===== config.mk =====
export PLATFORM = sky130hd
export DESIGN_NAME = lcd_timing_gen_flat
export DESIGN_NICKNAME = d
export VERILOG_FILES = /design/src/rtl/lcd_timing_if.sv /design/src/rtl/lcd_timing_gen.sv /design/src/flat_wrapper.sv
export SDC_FILE = /design/constraint.sdc
export NUM_CORES = 1
export LEC_CHECK = 0
export CORE_MARGIN = 1.5
export CORE_UTILIZATION = 49
export CTS_CLUSTER_DIAMETER = 120
export CTS_CLUSTER_SIZE = 28
export DETAILED_ROUTE_END_ITERATION = 6
export PLACE_DENSITY = 0.9
export SLEW_MARGIN = 0
export SYNTH_ARGS = -nofsm -noshare
export SYNTH_HDL_FRONTEND = slang
export SYNTH_SLANG_ARGS = --single-unit

===== constraint.sdc =====
create_clock -name lcd_pclk -period 3.9 [get_ports lcd_pclk]
set_input_delay 0.39 -clock lcd_pclk [delete_from_list [all_inputs] [get_ports lcd_pclk]]
set_output_delay 0.39 -clock lcd_pclk [all_outputs]
set_load 0.02 [all_outputs]

===== src/rtl/lcd_timing_if.sv =====
// Pixel-side bundle between the LCD timing generator, the overlay renderer and the panel pins.
interface lcd_timing_if;
    logic [23:0] pixel_data;
    logic [10:0] pixel_xpos;
    logic [10:0] pixel_ypos;
    logic        lcd_hs;
    logic        lcd_vs;
    logic        lcd_de;
    logic [23:0] lcd_rgb;
    logic        frame_start;

    modport master (
        input  pixel_data,
        output pixel_xpos, pixel_ypos, lcd_hs, lcd_vs, lcd_de, lcd_rgb, frame_start
    );

    modport slave (
        output pixel_data,
        input  pixel_xpos, pixel_ypos, lcd_hs, lcd_vs, lcd_de, lcd_rgb, frame_start
    );
endinterface


===== src/rtl/lcd_timing_gen.sv =====
// Parallel-RGB LCD timing generator: free-running H/V counters request pixels one cycle
// ahead, and sync/enable are registered so they line up with the renderer's returned data.
module lcd_timing_gen #(
    parameter int H_SYNC  = 41,
    parameter int H_BACK  = 2,
    parameter int H_DISP  = 480,
    parameter int H_FRONT = 2,
    parameter int V_SYNC  = 10,
    parameter int V_BACK  = 2,
    parameter int V_DISP  = 272,
    parameter int V_FRONT = 2
) (
    input  logic          lcd_pclk,
    input  logic          sys_rst_n,
    lcd_timing_if.master  lcd
);

    localparam int H_TOTAL = H_SYNC + H_BACK + H_DISP + H_FRONT;
    localparam int V_TOTAL = V_SYNC + V_BACK + V_DISP + V_FRONT;

    localparam logic [10:0] H_LAST = 11'(H_TOTAL - 1);
    localparam logic [10:0] V_LAST = 11'(V_TOTAL - 1);
    // The request window opens one count early so the renderer's register delay is absorbed.
    localparam logic [10:0] HA     = 11'(H_SYNC + H_BACK - 1);
    localparam logic [10:0] HA_END = 11'(H_SYNC + H_BACK - 1 + H_DISP);
    localparam logic [10:0] VA     = 11'(V_SYNC + V_BACK);
    localparam logic [10:0] VA_END = 11'(V_SYNC + V_BACK + V_DISP);
    localparam logic [10:0] HS_END = 11'(H_SYNC);
    localparam logic [10:0] VS_END = 11'(V_SYNC);

    logic [10:0] h_cnt;
    logic [10:0] v_cnt;
    logic        h_req;
    logic        v_act;
    logic        req;
    logic        de_q;
    logic        hs_q;
    logic        vs_q;
    logic        fs_q;

    always_ff @(posedge lcd_pclk or negedge sys_rst_n) begin
        if (!sys_rst_n) begin
            h_cnt <= 11'd0;
            v_cnt <= 11'd0;
        end else if (h_cnt == H_LAST) begin
            h_cnt <= 11'd0;
            v_cnt <= (v_cnt == V_LAST) ? 11'd0 : v_cnt + 11'd1;
        end else begin
            h_cnt <= h_cnt + 11'd1;
        end
    end

    always_comb begin
        h_req = (h_cnt >= HA) && (h_cnt < HA_END);
        v_act = (v_cnt >= VA) && (v_cnt < VA_END);
        req   = h_req && v_act;
    end

    always_ff @(posedge lcd_pclk or negedge sys_rst_n) begin
        if (!sys_rst_n) begin
            de_q <= 1'b0;
            hs_q <= 1'b1;
            vs_q <= 1'b1;
            fs_q <= 1'b0;
        end else begin
            de_q <= req;
            hs_q <= ~(h_cnt < HS_END);
            vs_q <= ~(v_cnt < VS_END);
            fs_q <= (h_cnt == 11'd0) && (v_cnt == 11'd0);
        end
    end

    assign lcd.pixel_xpos  = req ? (h_cnt - HA) : 11'd0;
    assign lcd.pixel_ypos  = req ? (v_cnt - VA) : 11'd0;
    assign lcd.lcd_de      = de_q;
    assign lcd.lcd_hs      = hs_q;
    assign lcd.lcd_vs      = vs_q;
    assign lcd.frame_start = fs_q;
    // Blanking is forced black regardless of what the renderer returns.
    assign lcd.lcd_rgb     = de_q ? lcd.pixel_data : 24'h0;

endmodule


===== src/flat_wrapper.sv =====
// flat-port wrapper written by rule: the top's interface ports become plain ports
module lcd_timing_gen_flat 
#(
    parameter int H_SYNC  = 41,
    parameter int H_BACK  = 2,
    parameter int H_DISP  = 480,
    parameter int H_FRONT = 2,
    parameter int V_SYNC  = 10,
    parameter int V_BACK  = 2,
    parameter int V_DISP  = 272,
    parameter int V_FRONT = 2
)
  (lcd_pclk, sys_rst_n, lcd_pixel_data, lcd_pixel_xpos, lcd_pixel_ypos, lcd_lcd_hs, lcd_lcd_vs, lcd_lcd_de, lcd_lcd_rgb, lcd_frame_start);
  lcd_timing_if lcd_i ();
  input  logic lcd_pclk;
  input  logic sys_rst_n;
  input wire logic [$bits(lcd_i.pixel_data)-1:0] lcd_pixel_data;
  output wire logic [$bits(lcd_i.pixel_xpos)-1:0] lcd_pixel_xpos;
  output wire logic [$bits(lcd_i.pixel_ypos)-1:0] lcd_pixel_ypos;
  output wire logic [$bits(lcd_i.lcd_hs)-1:0] lcd_lcd_hs;
  output wire logic [$bits(lcd_i.lcd_vs)-1:0] lcd_lcd_vs;
  output wire logic [$bits(lcd_i.lcd_de)-1:0] lcd_lcd_de;
  output wire logic [$bits(lcd_i.lcd_rgb)-1:0] lcd_lcd_rgb;
  output wire logic [$bits(lcd_i.frame_start)-1:0] lcd_frame_start;
  assign lcd_i.pixel_data = lcd_pixel_data;
  assign lcd_pixel_xpos = lcd_i.pixel_xpos;
  assign lcd_pixel_ypos = lcd_i.pixel_ypos;
  assign lcd_lcd_hs = lcd_i.lcd_hs;
  assign lcd_lcd_vs = lcd_i.lcd_vs;
  assign lcd_lcd_de = lcd_i.lcd_de;
  assign lcd_lcd_rgb = lcd_i.lcd_rgb;
  assign lcd_frame_start = lcd_i.frame_start;
  lcd_timing_gen #(.H_SYNC(H_SYNC), .H_BACK(H_BACK), .H_DISP(H_DISP), .H_FRONT(H_FRONT), .V_SYNC(V_SYNC), .V_BACK(V_BACK), .V_DISP(V_DISP), .V_FRONT(V_FRONT)) u_core (.lcd_pclk(lcd_pclk), .sys_rst_n(sys_rst_n), .lcd(lcd_i));
endmodule

=== Yosys cells after proc, flatten, opt, wreduce, memory -nomap -nowiden ===
Index checks and enable logic that the tools add are counted.

* Register bits: 26
* Word-level logic and storage cells: 31

* Muxes and demuxes: 5
* Reductions and logical operators: 6
* Eq/ne operators: 2
* $lt $le $gt $ge: 6
* Add/sub/neg operators: 4
* Bitwise operators: 2

{| class="wikitable"
|+ Operators with widths
! operator !! count
|-
| $mux 11 || 4
|-
| $mux 24 || 1
|-
| $add 11x1->11 const B || 2
|-
| $logic_not 11->1 || 2
|-
| $eq 11x10->1 const B || 1
|-
| $eq 11x9->1 const B || 1
|-
| $ge 11x4->1 const B || 1
|-
| $ge 11x6->1 const B || 1
|-
| $lt 11x10->1 const B || 1
|-
| $lt 11x4->1 const B || 1
|-
| $lt 11x6->1 const B || 1
|-
| $lt 11x9->1 const B || 1
|-
| $sub 11x4->11 const B || 1
|-
| $sub 11x6->11 const B || 1
|-
| $logic_and 1x1->1 || 4
|-
| $not 1->1 || 2
|}

=== Logic depth before layout (Yosys ltp) ===
* Depth in word-level cells: 4
* Mapped depth: 7

=== Least setup slack after synthesis ===
OpenSTA, ideal clock, no wires.

* Kind: register to output
* Start point: reg u_core.v_cnt[2]
* End point: out lcd_pixel_xpos[3]
* Data arrival time: 2.204 ns
* Path slack: 1.306 ns
* Buffers on the path: 0
* Cell stages (with the launch flop): 6
* Path through: dfrtp_1 ha_1 or4b_1 o2111ai_1 nand4b_1 nor4_1

* Cells in the longest elaborated chain, start to end: 4
* Elaborated cells between the ends (all ways): 5
* Classes of those cells: order compare (2); mux (1); reduce/logical (2)

{| class="wikitable"
|+ Ends and longest elaborated chain
! element !! line !! text
|-
| from (decl) || lcd_timing_gen.sv:32 || <nowiki>logic [10:0] v_cnt;</nowiki>
|-
| from (signal assigned) || lcd_timing_gen.sv:47 || <nowiki>v_cnt <= (v_cnt == V_LAST) ? 11'd0 : v_cnt + 11'd1;</nowiki>
|-
| $ge 11x4->1 / $lt 11x9->1 (equally long branches) || lcd_timing_gen.sv:55 || <nowiki>v_act = (v_cnt >= VA) && (v_cnt < VA_END);</nowiki>
|-
| $logic_and 1x1->1 (*) || lcd_timing_gen.sv:55 ||
|-
| $logic_and 1x1->1 (*) || lcd_timing_gen.sv:56 || <nowiki>req = h_req && v_act;</nowiki>
|-
| $mux 11 (*) || lcd_timing_gen.sv:73 || <nowiki>assign lcd.pixel_xpos = req ? (h_cnt - HA) : 11'd0;</nowiki>
|-
| to (decl) || flat_wrapper.sv:18 || <nowiki>output wire logic [$bits(lcd_i.pixel_xpos)-1:0] lcd_pixel_xpos;</nowiki>
|}

Mark *: on every way between the ends. The rest lies on a longest branch, timed or not.

=== Final worst setup path ===
* Start point: reg u_core.v_cnt[2]
* End point: out lcd_pixel_ypos[4]

* Cells in the longest elaborated chain, start to end: 4
* Elaborated cells between the ends (all ways): 6
* Classes of those cells: add/sub (1); order compare (2); mux (1); reduce/logical (2)

{| class="wikitable"
|+ Ends and longest elaborated chain
! element !! line !! text
|-
| $ge 11x4->1 / $lt 11x9->1 (equally long branches) || lcd_timing_gen.sv:55 ||
|-
| $logic_and 1x1->1 || lcd_timing_gen.sv:55 ||
|-
| $logic_and 1x1->1 || lcd_timing_gen.sv:56 ||
|-
| $mux 11 (*) || lcd_timing_gen.sv:74 || <nowiki>assign lcd.pixel_ypos = req ? (v_cnt - VA) : 11'd0;</nowiki>
|-
| to (decl) || flat_wrapper.sv:19 || <nowiki>output wire logic [$bits(lcd_i.pixel_ypos)-1:0] lcd_pixel_ypos;</nowiki>
|}

Marked as above.

==> summary.txt <==
Synth
  • Distinct cells, synth: 45
  • Syn nets: between 200 and 300
  • Most frequent cell after synthesis: and2_1
  • Flops & latches, synth: 26
  • Syn Inst Count: 240
  • Top FF cell, synth: dfrtp_1
  • Async set-or-reset flop fraction in the synthesized netlist: 100%
  • Post-Synthesis Cell Area: 0.00208 mm^2
  • Yosys top cell area share: roughly 29%
  • Area contributors post-synth: dfrtp_1, and2_1, ha_1
  • Mapped Avg Cell Area: ~8.7 um^2
  • Syn. warnings: 0
  • Synth top cells by count: and2_1, dfrtp_1, nor2_1
  • Yosys top cell by area: dfrtp_1
  • Seq/Total Area, Yosys: 31.4%
  • Post-synth EDFFs: 0

Place
  • HPWL Detailed: between 3000 and 4000 um
  • GP Congestion: roughly 0.93
  • I/O Buffers: between 70 and 80
  • Placed cell areas: 0.00283 mm^2

Clocking
  • CTS tree: yes
  • Clk buf depth: 2
  • CTS hold repair buffers: 0
  • Root buffer cell: clkbuf_8
  • Clock transition at path regs: roughly 0.090 ns
  • Post_cts resized: 0
  • CTS Buf Count: 3
  • Worst skew pair latency: between 0.2 and 0.3 ns
  • H-Tree Depth: 1
  • Setup Buffers After CTS: 0
  • Clock sink count: 26

STA
  • Fin crit share: 93.6%
  • Setup violators final: 0
  • F_max: ~0.27 GHz
  • Worst Hold Slack: between 0.5 and 0.6 ns
  • Pins Over Slew Limit: 0
  • Crit path time final: 3.65 ns
  • Layout Skew: 0.00224 ns
  • Unrepaired setup endpoints after global routing: false
  • Hold Fails Final Rpt: 0
  • Worst Tran Pin Value: roughly 1.1 ns
  • Relative slew margins: 25.6%
  • Setup TNS: 0 ns

Worst setup path
  • Critical Path RT: ~3.5 ns
  • Crit Path Category: reg -> out
  • CP Capture Type: output pin
  • CP max FO: 14
  • Critical Path AT: around 3.3 ns
  • Startpoint types: flip-flop

Routing
  • Pre-Repair DR Iteration Count: 4
  • Starting DRT DRC Count: 56
  • Routed via count: roughly 1900
  • Vias/cell: between 5 and 6
  • DR DRC count: 0
  • Post-DRT Antenna Nets: 0
  • Routed Wire Length: around 4900 um
  • DR WL/cell: 13.9 um

GRT
  • Largest net degree at the start of global routing: 26
  • Initial antenna violation count: 0
  • First-pass GRT wire length: 7800 um
  • Total grt overflow: 0
  • Overall global routing resource usage: 22.2%
  • Vias in the first global route: around 1700

Pwr
  • Final Power: ~0.48 mW
  • Leak: roughly 1.2 nW
  • Peak VDD IR: around 110 uV
  • Power density cells: 166 mW/mm^2

Floorplanning
  • Row count: 23
  • Starting density of the core: between 50 and 60%
  • Die area: 0.00465 mm^2
  • Die W: a little under 70 um
  • Die Height: between 60 and 70 um
  • Core area: 0.00403 mm^2
  • # IOs: 76

Worst hold path
  • Hold Path Class: reg -> reg

Cells and area
  • Share of cells above drive strength 1: under 10%
  • Antenna fix cells: 0
  • Layout area overhead: 38.3%
  • Layout Utilization: between 70 and 80%
  • Final Instance Area: 0.00288 mm^2
  • Nets@finish: around 340

Flow run
  • Max-cap viol count: 0

Run status
  • Status: finished, final reports clean
==> flip-flops by register name (all words and copies together), names as in the netlist <==
| name | flops |
|---|---|
| u_core.h_cnt | 11 |
| u_core.v_cnt | 11 |
| u_core.lcd.frame_start | 1 |
| u_core.lcd.lcd_de | 1 |
| u_core.lcd.lcd_hs | 1 |
| u_core.lcd.lcd_vs | 1 |
==> layout by cell type (no fill, tap or decap), types with 5 or more instances in the layout <==
cell | Yosys | layout
clkdlybuf4s50_1 | 0 | 75
and2_1 | 27 | 27
dfrtp_1 | 24 | 24
nor2_1 | 18 | 18
nand2_1 | 16 | 16
nor3_1 | 16 | 16
xor2_1 | 14 | 14
nand3_1 | 12 | 12
ha_1 | 11 | 11
inv_1 | 10 | 10
xnor2_1 | 10 | 10
nor3_2 | 9 | 9
nand4_1 | 5 | 5
==> critical path, cell delays in order, from the launching register on <==
cell,delay [ns]
dfrtp_1,0.51
ha_1,0.35
or4b_1,0.45
o2111ai_1,0.09
nand4b_1,0.40
buf_4,0.36
nor3_1,0.20
clkdlybuf4s50_1,0.63
==> final timing paths <==
check                            startpoint                end  slack [ns]  cells past startpoint
max in group asynchronous         sys_rst_n    u_core.h_cnt[7]        2.53                      1
setup / recovery            u_core.v_cnt[2]  lcd_pixel_ypos[4]        0.25                      7
min in group asynchronous         sys_rst_n    u_core.v_cnt[7]        0.71                      1
setup reg to reg            u_core.h_cnt[2]  u_core.lcd.lcd_de        1.83                      6
hold reg to reg            u_core.h_cnt[10]   u_core.h_cnt[10]        0.55                      1
hold / removal             u_core.h_cnt[10]   u_core.h_cnt[10]        0.55                      1
==> layout make-up <==
class / instances / area, um^2
inverters: 10 / 37.5
multi-input cells: 186 / 1300
fillers: 328 / 1150
repair buffers: 78 / 773
clock buffers: 4 / 55.1
well taps: 50 / 62.6
flip-flops and latches: 26 / 653
==> routing by layer <==
layer	track usage (%)	part of all wire [%]	vias to the layer above	wire length, um
li1	-	-	949	-
met1	27.5	41	888	2010
met2	39.2	48	92	2360
met3	3.62	9.7	6	475
met4	6.75	1.2	0	58
met5	0	0	-	0
==> cell families (layout without fill, tap and decap cells) <==
group | count (synthesis) | count (layout) | synth area share (%)
buffers and inverters | 28 | 92 | 6.55
adder cells (fa/ha/maj) | 11 | 11 | 6.61
AO/OA/AOI/OAI | 24 | 24 | 8.59
flip-flops | 26 | 26 | 31.4
AND/OR/NAND/NOR | 127 | 127 | 36.8
XOR/XNOR | 24 | 24 | 10.1
==> power breakdown <==
| part | switching [mW] | internal, mW |
|---|---|---|
| Sequential | 0 | 0.269 |
| Combinational | 0.00768 | 0.0221 |
| Clock | 0.0872 | 0.0904 |
==> through the flow <==
| stage | std cells | setup WS (ns) |
|---|---|---|
| floorplan | 240 | 1.31 |
| global placement | 350 | 0.670 |
| detailed placement | 350 | 0.557 |
| CTS | 354 | 0.246 |
| global route | 354 | 0.00599 |
| finish | 354 | 0.250 |
No activity file was read; power rests on OpenSTA's default activity.
